===== src/rtl/conv_acc_pkg.sv =====
// Shared definitions for the conv accelerator writeback path: FSM encoding,
// default lane width and a width helper.
package conv_acc_pkg;

    localparam int unsigned LANE_W_DEF = 32;

    typedef enum logic [3:0] {
        StIdle       = 4'd0,
        StInitBuff   = 4'd1,
        StStartConv  = 4'd2,
        StClearStart = 4'd3,
        StWaitAdd    = 4'd4,
        StWaitWrite  = 4'd5,
        StClearCnt   = 4'd6,
        StRow        = 4'd7,
        StDrain      = 4'd8,
        StEnd        = 4'd9
    } wb_state_e;

    // Index width for n items, never below one bit.
    function automatic int unsigned width_of(input int unsigned n);
        return (n <= 1) ? 1 : $clog2(n);
    endfunction

endpackage


===== src/rtl/conv_writeback_arb_if.sv =====
// Serialised beat stream: one beat of N_ROWS lanes plus its channel index,
// with valid/ready flow control.
interface conv_writeback_arb_if #(
    parameter int unsigned N_ROWS = 8,
    parameter int unsigned LANE_W = 32,
    parameter int unsigned CH_W   = 1
);
    logic [N_ROWS*LANE_W-1:0] out_data;
    logic [CH_W-1:0]          out_ch;
    logic                     out_valid;
    logic                     out_ready;

    modport master (output out_data, output out_ch, output out_valid, input out_ready);
    modport slave  (input out_data, input out_ch, input out_valid, output out_ready);
endinterface


===== src/rtl/wb_fifo.sv =====
// Small synchronous FIFO with combinational head read; a push on a full FIFO
// is accepted only when a pop frees the slot in the same cycle.
module wb_fifo #(
    parameter int unsigned WIDTH = 32,
    parameter int unsigned DEPTH = 4
) (
    input  logic             clk,
    input  logic             rst,
    input  logic             i_push,
    input  logic             i_pop,
    input  logic [WIDTH-1:0] i_data,
    output logic [WIDTH-1:0] o_data,
    output logic             o_full,
    output logic             o_empty
);
    localparam int unsigned AW = $clog2(DEPTH);

    logic [WIDTH-1:0] r_mem [DEPTH];
    logic [AW-1:0]    r_wptr;
    logic [AW-1:0]    r_rptr;
    logic [AW:0]      r_count;
    logic             w_do_pop;
    logic             w_do_push;

    assign o_full    = (r_count == (AW+1)'(DEPTH));
    assign o_empty   = (r_count == '0);
    assign w_do_pop  = i_pop && !o_empty;
    assign w_do_push = i_push && (!o_full || w_do_pop);
    assign o_data    = r_mem[r_rptr];

    always_ff @(posedge clk) begin
        if (w_do_push) begin
            r_mem[r_wptr] <= i_data;
        end
    end

    always_ff @(posedge clk or posedge rst) begin
        if (rst) begin
            r_wptr  <= '0;
            r_rptr  <= '0;
            r_count <= '0;
        end else begin
            if (w_do_push) begin
                r_wptr <= r_wptr + 1'b1;
            end
            if (w_do_pop) begin
                r_rptr <= r_rptr + 1'b1;
            end
            case ({w_do_push, w_do_pop})
                2'b10:   r_count <= r_count + 1'b1;
                2'b01:   r_count <= r_count - 1'b1;
                default: r_count <= r_count;
            endcase
        end
    end

endmodule


===== src/rtl/conv_writeback_arb.sv =====
// Writeback control FSM plus per-channel beat capture, FIFO buffering and a
// round-robin arbiter onto a single backpressured output stream.
module conv_writeback_arb
    import conv_acc_pkg::*;
#(
    parameter int unsigned DATA_W     = 25,
    parameter int unsigned LANE_W     = LANE_W_DEF,
    parameter int unsigned N_ROWS     = 8,
    parameter int unsigned N_CH       = 2,
    parameter int unsigned DEPTH      = 61,
    parameter int unsigned FIFO_DEPTH = 4
) (
    input  logic                          clk,
    input  logic                          rst,
    input  logic                          i_start_init,
    input  logic                          i_p_filter_end,
    input  logic                          i_end_conv,
    input  logic [N_CH*N_ROWS*DATA_W-1:0] i_ofm_data,
    input  logic [N_CH*N_ROWS-1:0]        i_ofm_valid,
    output logic                          o_p_init,
    output logic                          o_p_write_zero,
    output logic                          o_start_conv,
    output logic                          o_odd_cnt,
    output logic                          o_overflow,
    output logic                          o_end_op,
    conv_writeback_arb_if.master          o_out
);
    localparam int unsigned BEAT_W = N_ROWS * LANE_W;
    localparam int unsigned CH_W   = width_of(N_CH);
    localparam int unsigned CNT_W  = width_of(DEPTH + 3);

    wb_state_e                    r_state;
    logic [CNT_W-1:0]             r_cnt;
    logic                         r_p_init;
    logic                         r_p_write_zero;
    logic                         r_start_conv;
    logic                         r_odd_cnt;
    logic                         r_end_op;
    logic                         r_end_flag;
    logic                         r_overflow;
    logic                         r_out_valid;
    logic [BEAT_W-1:0]            r_out_data;
    logic [CH_W-1:0]              r_out_ch;
    logic [CH_W-1:0]              r_last_grant;

    logic [N_CH-1:0]              w_cap;
    logic [N_CH-1:0]              w_full;
    logic [N_CH-1:0]              w_empty;
    logic [N_CH-1:0]              w_pop;
    logic [N_CH-1:0]              w_drop;
    logic [N_CH-1:0][BEAT_W-1:0]  w_beat;
    logic [N_CH-1:0][BEAT_W-1:0]  w_head;
    logic                         w_load;
    logic                         w_gnt_found;
    logic [CH_W-1:0]              w_gnt_idx;
    logic                         w_cnt_clr;

    for (genvar c = 0; c < N_CH; c++) begin : g_ch
        assign w_cap[c] = &i_ofm_valid[c*N_ROWS +: N_ROWS];
        for (genvar r = 0; r < N_ROWS; r++) begin : g_row
            assign w_beat[c][r*LANE_W +: LANE_W] =
                LANE_W'($signed(i_ofm_data[(c*N_ROWS+r)*DATA_W +: DATA_W]));
        end
        assign w_drop[c] = w_cap[c] && w_full[c] && !w_pop[c];

        wb_fifo #(
            .WIDTH (BEAT_W),
            .DEPTH (FIFO_DEPTH)
        ) u_fifo (
            .clk     (clk),
            .rst     (rst),
            .i_push  (w_cap[c]),
            .i_pop   (w_pop[c]),
            .i_data  (w_beat[c]),
            .o_data  (w_head[c]),
            .o_full  (w_full[c]),
            .o_empty (w_empty[c])
        );
    end

    // Search starts one past the last granted channel so every channel gets a turn.
    always_comb begin
        int unsigned v_idx;
        v_idx       = 0;
        w_load      = !r_out_valid || o_out.out_ready;
        w_gnt_found = 1'b0;
        w_gnt_idx   = '0;
        w_pop       = '0;
        for (int unsigned k = 1; k <= N_CH; k++) begin
            v_idx = (32'(r_last_grant) + k) % N_CH;
            if (!w_gnt_found && !w_empty[CH_W'(v_idx)]) begin
                w_gnt_found = 1'b1;
                w_gnt_idx   = CH_W'(v_idx);
            end
        end
        if (w_load && w_gnt_found) begin
            w_pop[w_gnt_idx] = 1'b1;
        end
    end

    always_ff @(posedge clk or posedge rst) begin
        if (rst) begin
            r_out_valid  <= 1'b0;
            r_out_data   <= '0;
            r_out_ch     <= '0;
            r_last_grant <= '0;
        end else if (w_load) begin
            r_out_valid <= w_gnt_found;
            if (w_gnt_found) begin
                r_out_data   <= w_head[w_gnt_idx];
                r_out_ch     <= w_gnt_idx;
                r_last_grant <= w_gnt_idx;
            end
        end
    end

    always_ff @(posedge clk or posedge rst) begin
        if (rst) begin
            r_overflow <= 1'b0;
        end else begin
            r_overflow <= (|w_drop) ||
                          (r_overflow && !(r_state == StIdle && i_start_init));
        end
    end

    assign w_cnt_clr = (r_state == StIdle) || (r_state == StClearStart) ||
                       (r_state == StClearCnt) || (r_state == StDrain);

    always_ff @(posedge clk or posedge rst) begin
        if (rst) begin
            r_state        <= StIdle;
            r_cnt          <= '0;
            r_p_init       <= 1'b0;
            r_p_write_zero <= 1'b0;
            r_start_conv   <= 1'b0;
            r_odd_cnt      <= 1'b0;
            r_end_op       <= 1'b0;
            r_end_flag     <= 1'b0;
        end else begin
            r_p_init       <= (r_state == StInitBuff);
            r_start_conv   <= (r_state == StStartConv) || (r_state == StClearCnt);
            r_p_write_zero <= (r_state == StRow);
            r_end_op       <= (r_state == StEnd);
            if (r_state == StClearCnt) begin
                r_odd_cnt <= !r_odd_cnt;
            end
            r_end_flag <= i_end_conv || (r_end_flag && (r_state != StDrain));
            r_cnt      <= w_cnt_clr ? '0 : r_cnt + 1'b1;

            case (r_state)
                StIdle:       if (i_start_init) r_state <= StInitBuff;
                StInitBuff:   if (r_cnt == CNT_W'(DEPTH - 1)) r_state <= StStartConv;
                StStartConv:  if (r_cnt >= CNT_W'(DEPTH + 2)) r_state <= StClearStart;
                StClearStart: if (i_p_filter_end) r_state <= StWaitAdd;
                StWaitAdd:    if (r_cnt == CNT_W'(DEPTH - 1)) r_state <= StWaitWrite;
                StWaitWrite:  r_state <= StClearCnt;
                StClearCnt:   r_state <= StRow;
                StRow: begin
                    if (r_cnt == CNT_W'(DEPTH - 1)) begin
                        r_state <= r_end_flag ? StDrain : StClearStart;
                    end
                end
                StDrain:      if ((&w_empty) && !r_out_valid) r_state <= StEnd;
                StEnd:        r_state <= StIdle;
                default:      r_state <= StIdle;
            endcase
        end
    end

    assign o_p_init        = r_p_init;
    assign o_p_write_zero  = r_p_write_zero;
    assign o_start_conv    = r_start_conv;
    assign o_odd_cnt       = r_odd_cnt;
    assign o_overflow      = r_overflow;
    assign o_end_op        = r_end_op;
    assign o_out.out_valid = r_out_valid;
    assign o_out.out_data  = r_out_data;
    assign o_out.out_ch    = r_out_ch;

endmodule


===== src/flat_wrapper.sv =====
// flat-port wrapper written by rule: the top's interface ports become plain ports
module conv_writeback_arb_flat import conv_acc_pkg::*;
#(
    parameter int unsigned DATA_W     = 25,
    parameter int unsigned LANE_W     = LANE_W_DEF,
    parameter int unsigned N_ROWS     = 8,
    parameter int unsigned N_CH       = 2,
    parameter int unsigned DEPTH      = 61,
    parameter int unsigned FIFO_DEPTH = 4
)
  (clk, rst, i_start_init, i_p_filter_end, i_end_conv, i_ofm_data, i_ofm_valid, o_p_init, o_p_write_zero, o_start_conv, o_odd_cnt, o_overflow, o_end_op, o_out_out_data, o_out_out_ch, o_out_out_valid, o_out_out_ready);
  conv_writeback_arb_if #(.N_ROWS(N_ROWS), .LANE_W(LANE_W), .CH_W(1)) o_out_i ();
  input  logic clk;
  input  logic rst;
  input  logic i_start_init;
  input  logic i_p_filter_end;
  input  logic i_end_conv;
  input  logic [N_CH*N_ROWS*DATA_W-1:0] i_ofm_data;
  input  logic [N_CH*N_ROWS-1:0] i_ofm_valid;
  output logic o_p_init;
  output logic o_p_write_zero;
  output logic o_start_conv;
  output logic o_odd_cnt;
  output logic o_overflow;
  output logic o_end_op;
  output wire logic [$bits(o_out_i.out_data)-1:0] o_out_out_data;
  output wire logic [$bits(o_out_i.out_ch)-1:0] o_out_out_ch;
  output wire logic [$bits(o_out_i.out_valid)-1:0] o_out_out_valid;
  input wire logic [$bits(o_out_i.out_ready)-1:0] o_out_out_ready;
  assign o_out_out_data = o_out_i.out_data;
  assign o_out_out_ch = o_out_i.out_ch;
  assign o_out_out_valid = o_out_i.out_valid;
  assign o_out_i.out_ready = o_out_out_ready;
  conv_writeback_arb #(.DATA_W(DATA_W), .LANE_W(LANE_W), .N_ROWS(N_ROWS), .N_CH(N_CH), .DEPTH(DEPTH), .FIFO_DEPTH(FIFO_DEPTH)) u_core (.clk(clk), .rst(rst), .i_start_init(i_start_init), .i_p_filter_end(i_p_filter_end), .i_end_conv(i_end_conv), .i_ofm_data(i_ofm_data), .i_ofm_valid(i_ofm_valid), .o_p_init(o_p_init), .o_p_write_zero(o_p_write_zero), .o_start_conv(o_start_conv), .o_odd_cnt(o_odd_cnt), .o_overflow(o_overflow), .o_end_op(o_end_op), .o_out(o_out_i));
endmodule

===== config.mk =====
export PLATFORM = sky130hd
export DESIGN_NAME = conv_writeback_arb_flat
export DESIGN_NICKNAME = d
export VERILOG_FILES = /design/src/rtl/conv_acc_pkg.sv /design/src/rtl/conv_writeback_arb_if.sv /design/src/rtl/wb_fifo.sv /design/src/rtl/conv_writeback_arb.sv /design/src/flat_wrapper.sv
export SDC_FILE = /design/constraint.sdc
export NUM_CORES = 2
export LEC_CHECK = 0
export BUFFER_PORTS_ARGS = -buffer_cell sky130_fd_sc_hd__buf_2
export CAP_MARGIN = 20
export CORE_ASPECT_RATIO = 1.75
export CORE_MARGIN = 2
export CORE_UTILIZATION = 45
export CTS_CLUSTER_DIAMETER = 120
export DETAILED_ROUTE_END_ITERATION = 10
export HOLD_SLACK_MARGIN = 0.02
export PLACE_DENSITY = 0.74
export SYNTH_ARGS = -nofsm -noshare
export SYNTH_HDL_FRONTEND = slang
export SYNTH_SLANG_ARGS = --single-unit
export TNS_END_PERCENT = 20

===== constraint.sdc =====
create_clock -name clk -period 8.5 [get_ports clk]
set_clock_uncertainty 0.05 [all_clocks]
set_input_delay 0 -clock clk [delete_from_list [all_inputs] [get_ports clk]]
set_output_delay 0 -clock clk [all_outputs]
set_load 0.01 [all_outputs]

==> key figures <==
GRT
  – Met1 GRT Util: 28.0%
  – Number of global-route vias before repair: 40,100
  – Global-route wire length before repair: 262 mm
  – Largest net degree at the start of global routing: 147
  – Global routing's busiest layer: met2
  – Met2 Usage GRT: 40.1%
  – GR Layer Usage met3: 5.83%
  – GR Overflow Total: 0
  – Antenna violations before repair: 42
  – Gr usage total: 23.0%

Placed design
  – Post-Place Cells: 5,507
  – Port buffer count: 685
  – Gpl congestion: 0.771
  – Dpl hpwl: 95.3 mm

Setup path
  – Crit start category: flip-flop
  – WP data required: 8.85 ns
  – Reg2reg path depth: 5
  – Crit path max-delay cell type: and2_4
  – R2r endpoint: u_core.g_ch[0].u_fifo.r_mem[1][100]$_DFFE_PP_
  – Max FO, Critical Path: 53
  – Setup slack, reg-to-reg: 4.61 ns
  – Worst flop-to-flop path startpoint: u_core.g_ch[1].u_fifo.r_count[0]$_DFFE_PP0P_
  – Largest stage delay on the critical path: 0.87 ns
  – Arr. time, crit path: 4.24 ns
  – Critical Path Start: u_core.g_ch[1].u_fifo.r_count[0]$_DFFE_PP0P_
  – Crit. End Element: flip-flop
  – CP cell instances: nor3_4, o211ai_1, a31oi_1, and2_4, buf_4
  – End of the critical path: u_core.g_ch[0].u_fifo.r_mem[1][100]$_DFFE_PP_
  – Crit path kind: flip-flop to flip-flop

Finish
  – Share of cells above drive strength 1: 29.9%
  – # fillers: 10,500
  – Syn-to-layout area delta: 28.0%
  – Layout Nets: 4,933
  – Finished Layout Cells: 6,661

Clock network
  – Htree depth: 4
  – Root Driver: clkbuf_16
  – Clock Pin Slew Worst Setup and Hold Paths: 0.07 ns
  – # clock sinks: 1,833
  – CTS resizes: 0
  – Worst skew pair latency: 0.78 ns
  – Num CTS Buffers: 167
  – Max Buffers Root-to-Sink: 4
  – CTS tree: done

Power
  – Pwr per Cell Area: 285 nW/um^2
  – Static Leak: 0.0310 uW
  – Final Power: 24,700 uW
  – VDD IR max: 278 uV

Yosys
  – Synth area leader: edfxtp_1
  – Register area share after synthesis: 79.5%
  – Post-synth top cells: 1,600 x edfxtp_1, 400 x mux4_2, 233 x dfrtp_1
  – Fraction of registers with async set/reset: 12.7%
  – Count of flip-flops with a built-in enable after synthesis: 1,600
  – Top_reg_cell synth: edfxtp_1
  – Cell with the most instances after synthesis: edfxtp_1
  – Mean post-synth cell area: 22.6 sq um
  – Syn Inst Count: 2,998
  – Synth cell types: 46
  – Syn nets: 3,432
  – Warnings, synthesis: 0
  – Yosys top cell area share: 70.9%
  – Netlist Area Pre-Place: 67,700 sq um
  – #FFs+latches synth: 1,833
  – Top cells by area, synth: edfxtp_1 71%, mux4_2 13%, dfrtp_1 8.6%, a222oi_1 3.0%, inv_1 1.2%

Timing
  – Hold slack: 0.170 ns
  – RSZ-0062 raised after global routing: no
  – Measured slew at the worst slew-check pin: 1.42 ns
  – Setup TNS: 0 ns
  – Fmax: 257 MHz
  – Final setup fails: 0
  – Final Cycle Share: 45.7%
  – Final Hold Viols: 0
  – Max-slew headroom: 5.32%
  – Fin crit period: 3.89 ns
  – Fin. max-slew vios: 0

Run status
  – Outcome: finished clean

Drt
  – Vias: 38,100
  – DRT antenna net count: 0
  – Post-route DRC: 0
  – Final WL: 181 mm
  – DR pass1 iterations: 9
  – Vias per cell: 5.72
  – DR WL/cell: 27.1 um
  – DRT iter0 DRCs: 4,628

Floorplanning
  – # IOs: 686
  – Die Footprint: 154,000 sq um
  – Area of the core: 150,000 sq um
  – Die height: 517 um
  – Site Rows: 188
  – Die span in x: 297 um
  – Initial Util: 45.3%

Worst hold path
  – Worst hold path class: input pin to flip-flop

Run
  – Max_cap viols: 0
==> cell families after synthesis <==
kind of cell             synth area share (%)
multiplexers                             13.4
AND/OR/NAND/NOR                         0.578
buffers and inverters                    2.85
adder cells (fa/ha/maj)                 0.244
AO/OA/AOI/OAI                            3.26
flip-flops                               79.5
XOR/XNOR                                0.194
==> report_power, final <==
group,switching [uW],internal (uW),total [uW]
logic,3330,2980,6310
registers,619,10300,10900
clock network,3270,4240,7510
==> layout make-up <==
| cell class | instances | area, sq um | share of cell area, % |
|---|---|---|---|
| Sequential cell | 1833 | 53900 | 62.1 |
| Timing Repair Buffer | 1547 | 12100 | 13.9 |
| Multi-Input combinational cell | 731 | 12000 | 13.8 |
| Antenna cell | 38 | 95.1 | 0.110 |
| Tap cell | 1995 | 2500 | 2.88 |
| Clock inverter | 73 | 836 | 0.964 |
| Clock buffer | 225 | 4520 | 5.21 |
| Inverter | 219 | 830 | 0.956 |
==> repair_timing <==
| action | CTS | global route |
|---|---|---|
| hold buffers | 818 | 0 |
| endpoints found under the hold margin | 1715 | 0 |
| buffers inserted | 0 | 0 |
==> stage by stage <==
| stage | worst slack, ns | util, % | area [sq um] |
|---|---|---|---|
| finish | 4.61 | 58.0 | 86700 |
| global route | 4.24 | 58.0 | 86700 |
| CTS | 4.50 | 57.9 | 86600 |
| detailed placement | 4.51 | 48.9 | 73100 |
| global placement | 4.62 | 48.9 | 73100 |
| floorplan | 1.81 | - | 67800 |
==> per-layer routing <==
layer / routed length, um / share of wire (%)
met3: 18000 / 9.9
met2: 93300 / 52
met4: 5780 / 3.2
met5: 114 / 0.063
met1: 63600 / 35
==> flip-flops by register name, summed over array words and instances, names as in the netlist <==
name,count
u_core.g_ch.u_fifo.r_mem,1600
u_core.o_out.out_data,200
u_core.g_ch.u_fifo.r_count,6
u_core.r_cnt,6
u_core.g_ch.u_fifo.r_rptr,4
u_core.g_ch.u_fifo.r_wptr,4
u_core.r_state,4
u_core.o_end_op,1
u_core.o_odd_cnt,1
u_core.o_out.out_ch,1
u_core.o_out.out_valid,1
u_core.o_overflow,1
u_core.o_p_init,1
u_core.o_p_write_zero,1
u_core.o_start_conv,1
u_core.r_end_flag,1
==> how the worst min path moves through the flow <==
stage,start,end,slack (ns),cells past startpoint
after floorplan,i_end_conv,u_core.r_end_flag$_DFF_PP0_,0.04,1
after global placement,i_ofm_data[164],u_core.g_ch[0].u_fifo.r_mem[1][206]$_DFFE_PP_,0.16,1
after detailed placement,i_ofm_data[383],u_core.g_ch[1].u_fifo.r_mem[2][232]$_DFFE_PP_,0.17,1
after CTS,i_p_filter_end,u_core.r_state[2]$_DFFE_PP0P_,0.09,6
after global routing,i_p_filter_end,u_core.r_state[2]$_DFFE_PP0P_,0.22,6
final,i_p_filter_end,u_core.r_state[2]$_DFFE_PP0P_,0.17,6
==> cell usage in the layout (no fill, tap or decap), types with 7 or more instances in the layout <==
master	count
a222oi_1	200
and2_4	8
buf_12	11
buf_2	685
buf_4	33
bufinv_16	16
clkbuf_1	47
clkbuf_16	168
clkbuf_8	10
clkinv_1	21
clkinv_2	18
dfrtp_1	229
diode_2	38
dlygate4sd3_1	818
edfxtp_1	1600
ha_1	10
inv_1	218
inv_6	7
mux4_2	400
nand2_1	10
nand4_1	8
nor2_1	23
xnor2_1	9
==> critical path: cells and delay by family (launching register included) <==
kind,cells,cell delay [ns]
flip-flops,1,0.44
AO/OA/AOI/OAI,2,0.93
buffers and inverters,1,0.81
AND/OR/NAND/NOR,2,1.22
Power figures use the tool's default switching activity.
